$ cat src/rtl/uart_rx_param.sv
// Parametrised UART receiver with runtime parity mode, stop-bit and break checks,
// per-frame error qualifiers and a valid/ready output holding register.
module uart_rx_param #(
    parameter int DATA_WIDTH   = 8,
    parameter int CLKS_PER_BIT = 16,
    parameter int STOP_BITS    = 1,
    parameter int SYNC_STAGES  = 3
) (
    input  logic                  clk,
    input  logic                  reset,
    input  logic                  serial_in,
    input  logic [1:0]            parity_mode,
    output logic [DATA_WIDTH-1:0] rx_data,
    output logic                  rx_valid,
    input  logic                  rx_ready,
    output logic                  parity_err,
    output logic                  frame_err,
    output logic                  break_det,
    output logic                  overrun,
    input  logic                  ovr_clr
);

    localparam int CW = $clog2(CLKS_PER_BIT);
    localparam int BW = $clog2(DATA_WIDTH);
    localparam logic [CW-1:0] HALF_M1  = CW'(CLKS_PER_BIT / 2 - 1);
    localparam logic [CW-1:0] FULL_M1  = CW'(CLKS_PER_BIT - 1);
    localparam logic [BW-1:0] LAST_BIT = BW'(DATA_WIDTH - 1);
    localparam logic          LAST_STP = 1'(STOP_BITS - 1);

    typedef enum logic [2:0] {IDLE, START, DATA, PARITY, STOP} state_t;

    state_t                  state;
    logic [SYNC_STAGES-1:0]  sync_q;
    logic                    line;
    logic                    line_prev;
    logic [1:0]              mode_q;
    logic                    par_en;
    logic                    par_odd;
    logic [CW-1:0]           clk_cnt;
    logic [BW-1:0]           bit_cnt;
    logic                    stop_cnt;
    logic [DATA_WIDTH-1:0]   shift_q;
    logic                    par_err_q;
    logic                    frm_err_q;
    logic                    any_high_q;
    logic                    done_q;
    logic                    bit_tick;

    assign line     = sync_q[SYNC_STAGES-1];
    assign par_en   = (mode_q == 2'b01) || (mode_q == 2'b10);
    assign par_odd  = (mode_q == 2'b10);
    assign bit_tick = (clk_cnt == FULL_M1);

    always_ff @(posedge clk) begin
        if (!reset) begin
            state      <= IDLE;
            sync_q     <= '1;
            line_prev  <= 1'b1;
            mode_q     <= '0;
            clk_cnt    <= '0;
            bit_cnt    <= '0;
            stop_cnt   <= 1'b0;
            shift_q    <= '0;
            par_err_q  <= 1'b0;
            frm_err_q  <= 1'b0;
            any_high_q <= 1'b0;
            done_q     <= 1'b0;
        end else begin
            sync_q    <= {sync_q[SYNC_STAGES-2:0], serial_in};
            line_prev <= line;
            done_q    <= 1'b0;
            case (state)
                IDLE: begin
                    if (line_prev && !line) begin
                        state      <= START;
                        clk_cnt    <= '0;
                        bit_cnt    <= '0;
                        stop_cnt   <= 1'b0;
                        mode_q     <= parity_mode;
                        par_err_q  <= 1'b0;
                        frm_err_q  <= 1'b0;
                        any_high_q <= 1'b0;
                    end
                end
                START: begin
                    if (clk_cnt == HALF_M1) begin
                        clk_cnt <= '0;
                        state   <= line ? IDLE : DATA;
                    end else begin
                        clk_cnt <= clk_cnt + 1'b1;
                    end
                end
                DATA: begin
                    if (bit_tick) begin
                        clk_cnt    <= '0;
                        shift_q    <= {line, shift_q[DATA_WIDTH-1:1]};
                        any_high_q <= any_high_q | line;
                        if (bit_cnt == LAST_BIT) begin
                            state <= par_en ? PARITY : STOP;
                        end else begin
                            bit_cnt <= bit_cnt + 1'b1;
                        end
                    end else begin
                        clk_cnt <= clk_cnt + 1'b1;
                    end
                end
                PARITY: begin
                    if (bit_tick) begin
                        clk_cnt    <= '0;
                        par_err_q  <= ((^shift_q) ^ line) != par_odd;
                        any_high_q <= any_high_q | line;
                        state      <= STOP;
                    end else begin
                        clk_cnt <= clk_cnt + 1'b1;
                    end
                end
                STOP: begin
                    if (bit_tick) begin
                        clk_cnt    <= '0;
                        any_high_q <= any_high_q | line;
                        if (!line) begin
                            frm_err_q <= 1'b1;
                        end
                        // Return to IDLE at the stop-bit centre so the next start edge is caught.
                        if (stop_cnt == LAST_STP) begin
                            state  <= IDLE;
                            done_q <= 1'b1;
                        end else begin
                            stop_cnt <= 1'b1;
                        end
                    end else begin
                        clk_cnt <= clk_cnt + 1'b1;
                    end
                end
                default: state <= IDLE;
            endcase
        end
    end

    always_ff @(posedge clk) begin
        if (!reset) begin
            rx_data    <= '0;
            rx_valid   <= 1'b0;
            parity_err <= 1'b0;
            frame_err  <= 1'b0;
            break_det  <= 1'b0;
            overrun    <= 1'b0;
        end else begin
            if (done_q) begin
                if (!rx_valid || rx_ready) begin
                    rx_data    <= shift_q;
                    parity_err <= par_err_q;
                    frame_err  <= frm_err_q;
                    break_det  <= !any_high_q;
                    rx_valid   <= 1'b1;
                end
            end else if (rx_valid && rx_ready) begin
                rx_valid <= 1'b0;
            end
            if (done_q && rx_valid && !rx_ready) begin
                overrun <= 1'b1;
            end else if (ovr_clr) begin
                overrun <= 1'b0;
            end
        end
    end

endmodule

$ cat config.mk
export PLATFORM = sky130hd
export DESIGN_NAME = uart_rx_param
export DESIGN_NICKNAME = d
export VERILOG_FILES = /design/src/rtl/uart_rx_param.sv
export SDC_FILE = /design/constraint.sdc
export NUM_CORES = 1
export LEC_CHECK = 0
export ABC_AREA = 1
export BUFFER_PORTS_ARGS = -buffer_cell sky130_fd_sc_hd__buf_2
export CELL_PAD_IN_SITES_DETAIL_PLACEMENT = 1
export CELL_PAD_IN_SITES_GLOBAL_PLACEMENT = 2
export CORE_UTILIZATION = 37
export CTS_BUF_LIST = sky130_fd_sc_hd__clkbuf_4 sky130_fd_sc_hd__clkbuf_8
export CTS_CLUSTER_SIZE = 25
export DETAILED_ROUTE_END_ITERATION = 12
export PLACE_DENSITY_LB_ADDON = 0.1
export SLEW_MARGIN = 20
export SYNTH_ARGS = -nofsm -noshare
export SYNTH_HDL_FRONTEND = slang
export SYNTH_SLANG_ARGS = --single-unit
export TNS_END_PERCENT = 20
$ cat constraint.sdc
create_clock -name clk -period 2.4 [get_ports clk]
set_input_delay 0.12 -clock clk [delete_from_list [all_inputs] [get_ports clk]]
set_output_delay 0.12 -clock clk [all_outputs]
set_load 0.01 [all_outputs]
==> flow_summary.yaml, run 1 <==
status:
  status: "finished clean"
floorplanning:
  num_rows: 25
  core-area_um2: 4750
  start_util: 0.387
  dieArea_um2: 5260
  ioPinCount: 20
  die_y_um: 72.6
  die_width_um: 72.6
logic_synthesis:
  ys.warnings.count: 0
  synthTopCellsByCount: "41 x dfxtp_1, 41 x nand2_1, 33 x nor2_1"
  yosys.area.top_type: "dfxtp_1"
  synth_nets: 261
  synth-edff-count: 0
  syn_area_um2: 1840
  synth-main-ff-cell: "dfxtp_1"
  synth_cell_types: 26
  yosysSeqAreaShare: 0.446
  synth.avg_cell_area_um2: 7.37
  synth-seq-cells: 41
  netlist_instances: 250
  async_flop_share: 0
  synth_top_area_share: 0.446
  synthTopCellsByArea: "dfxtp_1 45%, nand2_1 8.4%, o21ai_0 7.1%, nor2_1 6.7%, inv_1 6.3%"
clocking:
  clk_latency_ps: 290
  cts_tree: "yes"
  cts_root_buffer: "clkbuf_8"
  cts_hold_buf: 0
  cts_inserted_buffers: 5
  cts_resized: 0
  clkTransAtPathRegs_ps: 70
  post_cts_buffers: 0
  htree_num_levels: 2
  clockBufferDepth: 2
  clkSinkCount: 41
global_routing:
  grt_usage: 0.178
  grt_pass1_wl_um: 7170
  grt_max_degree: 28
  grt_pass1_vias: 1607
  antenna_found_initial: 0
  overflow: 0
sta:
  clock_skew_ps: 5.13
  drv_slew: 0
  finalHoldViolCount: 0
  post-route-period-util: 0.720
  fmax_mhz: 579
  setup_viol: 0
  timing.hold.ws_ps: 16.3
  rsz0062_at_grt: "false"
  tns_ps: 0
  min_period_ps: 1730
  relSlewSlack: 0.697
  worstMarginPinSlew_ps: 454
drt:
  wl_um: 4090
  num_vias: 1579
  drcViolationCount: 0
  avgRoutedWirePerCell_um: 12.1
  drt_iter0_markers: 36
  drt.antenna.violating_nets: 0
  via_per_inst: 4.66
  dr.pass1.iters: 3
worst_setup_path:
  cp_num_cells: 7
  critical_path.max_fanout: 13
  cp_top_family: "simple AND/OR/NAND/NOR gates"
  criticalPathCategory: "reg -> reg"
  cp_cell_sequence: "ha_1 -> nand2_2 -> nor2_4 -> nand3_1 -> a21oi_2 -> nand2_1 -> a21oi_1"
  r2r_cells: 7
  required_ps: 2620
  crit_arrival_ps: 1940
  crit_buf_inv: 0
  startpoint_type: "register"
  worst_path_largest_cell_delay_ps: 390
  endpoint_kind: "register"
  slowest_stage: "dfxtp_1"
pwr:
  leakage_nw: 0.943
  p_per_area_nw_per_um2: 723
  irDropWorstVdd_mv: 0.327
cells_and_area:
  seq_area_um2: 821
  multi_input_area_um2: 868
  syn2layout_area_growth_pct: 14.3
  fillers: 626
  nets: 282
  antenna_cells: 0
  layout-drive-gt1-share: 0.173
flow_run:
  drv_cap: 0
worst_hold_path:
  hold_class: "in -> reg"
  whs_path_depth: 2
placement:
  dp_hpwl_um: 3020
  place_congestion: 0.795
  numPortBuffers: 19
-- flip-flops by register name, indices dropped and copies added, names as in the netlist, 2 cells and up --
name     cells
clk_cnt      4
sync_q       3
state        3
rx_data      8
bit_cnt      3
mode_q       2
shift_q      8
-- per-stage QoR --
step / cell area (um^2) / setup WS [ps] / utilization / power, mW / cells
2_1_floorplan: 1840 / 1030 / - / 0.978 / 250
3_5_place_dp: 2000 / 631 / 0.421 / 1.05 / 331
3_3_place_gp: 2000 / 692 / 0.421 / 1.05 / 331
6_report: 2100 / 673 / 0.443 / 1.52 / 339
4_1_cts: 2100 / 608 / 0.443 / 1.56 / 339
5_1_grt: 2100 / 455 / 0.443 / 1.62 / 339
-- cells by family (layout without fill, tap and decap cells) --
kind of cell / count (synthesis) / count (layout) / share of synthesized area
compound gates: 57 / 57 / 0.167
xor+xnor: 7 / 7 / 0.0333
fa+ha+maj: 4 / 4 / 0.0272
buf+inv: 40 / 62 / 0.0829
flops: 41 / 41 / 0.446
simple gates: 101 / 101 / 0.244
-- worst paths after layout --
| kind | startpoint | to | slack, ps |
|---|---|---|---|
| setup / recovery | clk_cnt[0] | bit_cnt[2] | 670 |
| hold / removal | serial_in | sync_q[0] | 20 |
| setup reg to reg | clk_cnt[0] | bit_cnt[2] | 670 |
| hold reg to reg | sync_q[0] | sync_q[1] | 420 |
-- cell type report --
type                       instances  area share
inverter                          34      0.0606
tap                               67      0.0398
timing repair buffer              20      0.0488
clock buffer                       7      0.0458
multi-input combinational        169       0.413
sequential                        41       0.390
clock inverter                     1     0.00238
-- metal layers --
metal / GRT usage / vias to the layer above / part of all wire
met5: 0 / - / 0
met4: 0.0588 / 0 / 0.013
met3: 0.0417 / 5 / 0.019
met2: 0.321 / 11 / 0.50
met1: 0.206 / 723 / 0.47
li1: - / 840 / -
-- cells in the final DEF, fill, tap and decap left out --
cell	count
a211oi_2	1
xor2_1	3
ha_1	4
dfxtp_1	41
clkbuf_8	7
clkinv_2	1
buf_4	1
or2_2	3
buf_2	19
nor3_1	2
nand2_2	2
xnor2_1	4
inv_1	31
nand4_1	1
nand3_1	12
a21oi_1	23
nor2_1	33
nor2_4	4
o22ai_1	1
a31oi_1	2
nor2_2	3
o21ai_0	26
o21ai_2	1
o21ai_1	1
nand2_1	41
a21oi_2	2
inv_2	3
-- power breakdown --
group / leakage (nW) / internal, mW / switching (mW)
registers: 0.332 / 0.710 / 0.0277
logic: 0.557 / 0.0956 / 0.199
clock network: 0.0542 / 0.260 / 0.230
total: 0.943 / 1.07 / 0.456
(Power assumes the default switching activity.)
==> run 2: changes to the inputs <==
CORE_UTILIZATION = 31   (was 37)
clock period = 1.46 ns   (was 2.4 ns; I/O delays follow)
==> flow_summary.yaml, run 2 (synthesized netlist as in run 1, its figures left out) <==
worst_hold_path:
  hold_class: "in -> reg"
placement:
  place_congestion: 0.805
  numPortBuffers: 19
  dp_hpwl_um: 3130
clocking:
  clkSinkCount: 41
  clockBufferDepth: 2
  cts_tree: "yes"
  clkTransAtPathRegs_ps: 80
  cts_inserted_buffers: 5
  clk_latency_ps: 290
  cts_root_buffer: "clkbuf_8"
  htree_num_levels: 2
drt:
  via_per_inst: 4.54
  drcViolationCount: 0
  wl_um: 4250
  avgRoutedWirePerCell_um: 11.9
  drt_iter0_markers: 28
  num_vias: 1626
  drt.antenna.violating_nets: 0
  dr.pass1.iters: 4
flow_run:
  drv_cap: 0
floorplanning:
  num_rows: 27
  start_util: 0.328
  core-area_um2: 5610
  die_width_um: 79.1
  dieArea_um2: 6250
  die_y_um: 79.1
  ioPinCount: 20
status:
  status: "finished clean"
pwr:
  power_mw: 2.71
  p_per_area_nw_per_um2: 1180
  clockPowerShare: 0.299
  pwr-share-seq: 0.448
  leakage_nw: 1.03
  power.switching_mw: 0.841
  p_int_mw: 1.87
  irDropWorstVdd_mv: 0.616
  swShare: 0.310
  pwr-share-comb: 0.253
global_routing:
  overflow: 0
  grt_max_degree: 28
  antenna_found_initial: 0
  grt_usage: 0.152
  grt_pass1_wl_um: 7420
  grt_pass1_vias: 1661
worst_setup_path:
  endpoint_kind: "register"
  crit_arrival_ps: 1580
  critical_path.max_fanout: 4
  criticalPathCategory: "reg -> reg"
  required_ps: 1620
  startpoint_type: "register"
cells_and_area:
  nets: 296
  fin_util: 0.411
  final_common_cell: "dfxtp_1"
  antenna_cells: 0
  final_cell_mix: "38 x dfxtp_1, 37 x nand2_1, 30 x nor2_1, 28 x inv_1, 24 x o21ai_0"
  layout-drive-gt1-share: 0.266
  syn2layout_area_growth_pct: 25.1
  largestRegisters: "rx_data (8), shift_q (8), clk_cnt (4)"
sta:
  timing.hold.ws_ps: 25.4
  post-route-period-util: 0.972
  fmax_mhz: 705
  drv_slew: 0
  clock_skew_ps: 8.26
  tns_ps: 0
  min_period_ps: 1420
  worstMarginPinSlew_ps: 451
  finalHoldViolCount: 0
  setup_viol: 0
  rsz0062_at_grt: "true"
  relSlewSlack: 0.699
run 2: critical path, stage by stage (launching register included):
cell and delay [ps]:
dfxtp_2 350, ha_4 150, nand2_4 60, nor2_4 160, inv_2 60, nand2_2 60, inv_2 50, nor2_4 100
nand2_4 80, buf_4 130, nand2_1 40, a21oi_1 60
run 2: final cells by class:
class | instances | area (um^2)
Fill cell | 732 | 3300
Multi-Input combinational cell | 169 | 951
Sequential cell | 41 | 825
Timing Repair Buffer | 34 | 210
Inverter | 34 | 128
Clock buffer | 7 | 96.3
Tap cell | 72 | 90.1
Clock inverter | 1 | 5.00
run 2: stage by stage:
step / area, um^2 / worst slack, ps / cells
2_1_floorplan: 1840 / 88.7 / 250
3_3_place_gp: 2080 / -22.1 / 346
3_5_place_dp: 2080 / -56.4 / 346
4_1_cts: 2230 / -33.3 / 357
5_1_grt: 2300 / -69.0 / 358
6_report: 2300 / 41.6 / 358
run 2: path summary, 6_finish.rpt:
path	startpoint	to	slack (ps)	cells past startpoint
worst max-delay path	clk_cnt[1]	state[0]	40	11
worst min-delay path	ovr_clr	overrun	30	4
worst min register to register	sync_q[1]	sync_q[2]	420	1
worst max register to register	clk_cnt[1]	state[0]	40	11
run 2: layer usage:
layer,part of all wire,GRT usage,wire length (um)
met1,0.47,0.178,2000
met2,0.50,0.272,2110
met3,0.022,0.0379,92
met4,0.012,0.0436,51
met5,0,0,0
run 2: what timing repair did:
action	CTS	global route
hold buffers	1	0
buffers inserted	2	1
endpoints found under the hold margin	1	0
resized for setup	6	21
endpoints found under the setup margin	7	14
pin swaps	5	8
run 2: power groups by stage:
stage               clock network [mW]  registers [mW]  logic [mW]
floorplan                            0            1.23       0.379
global placement                     0            1.23       0.546
detailed placement                   0            1.23       0.543
CTS                              0.846            1.21       0.572
global route                     0.897            1.22       0.774
finish                           0.811            1.22       0.688
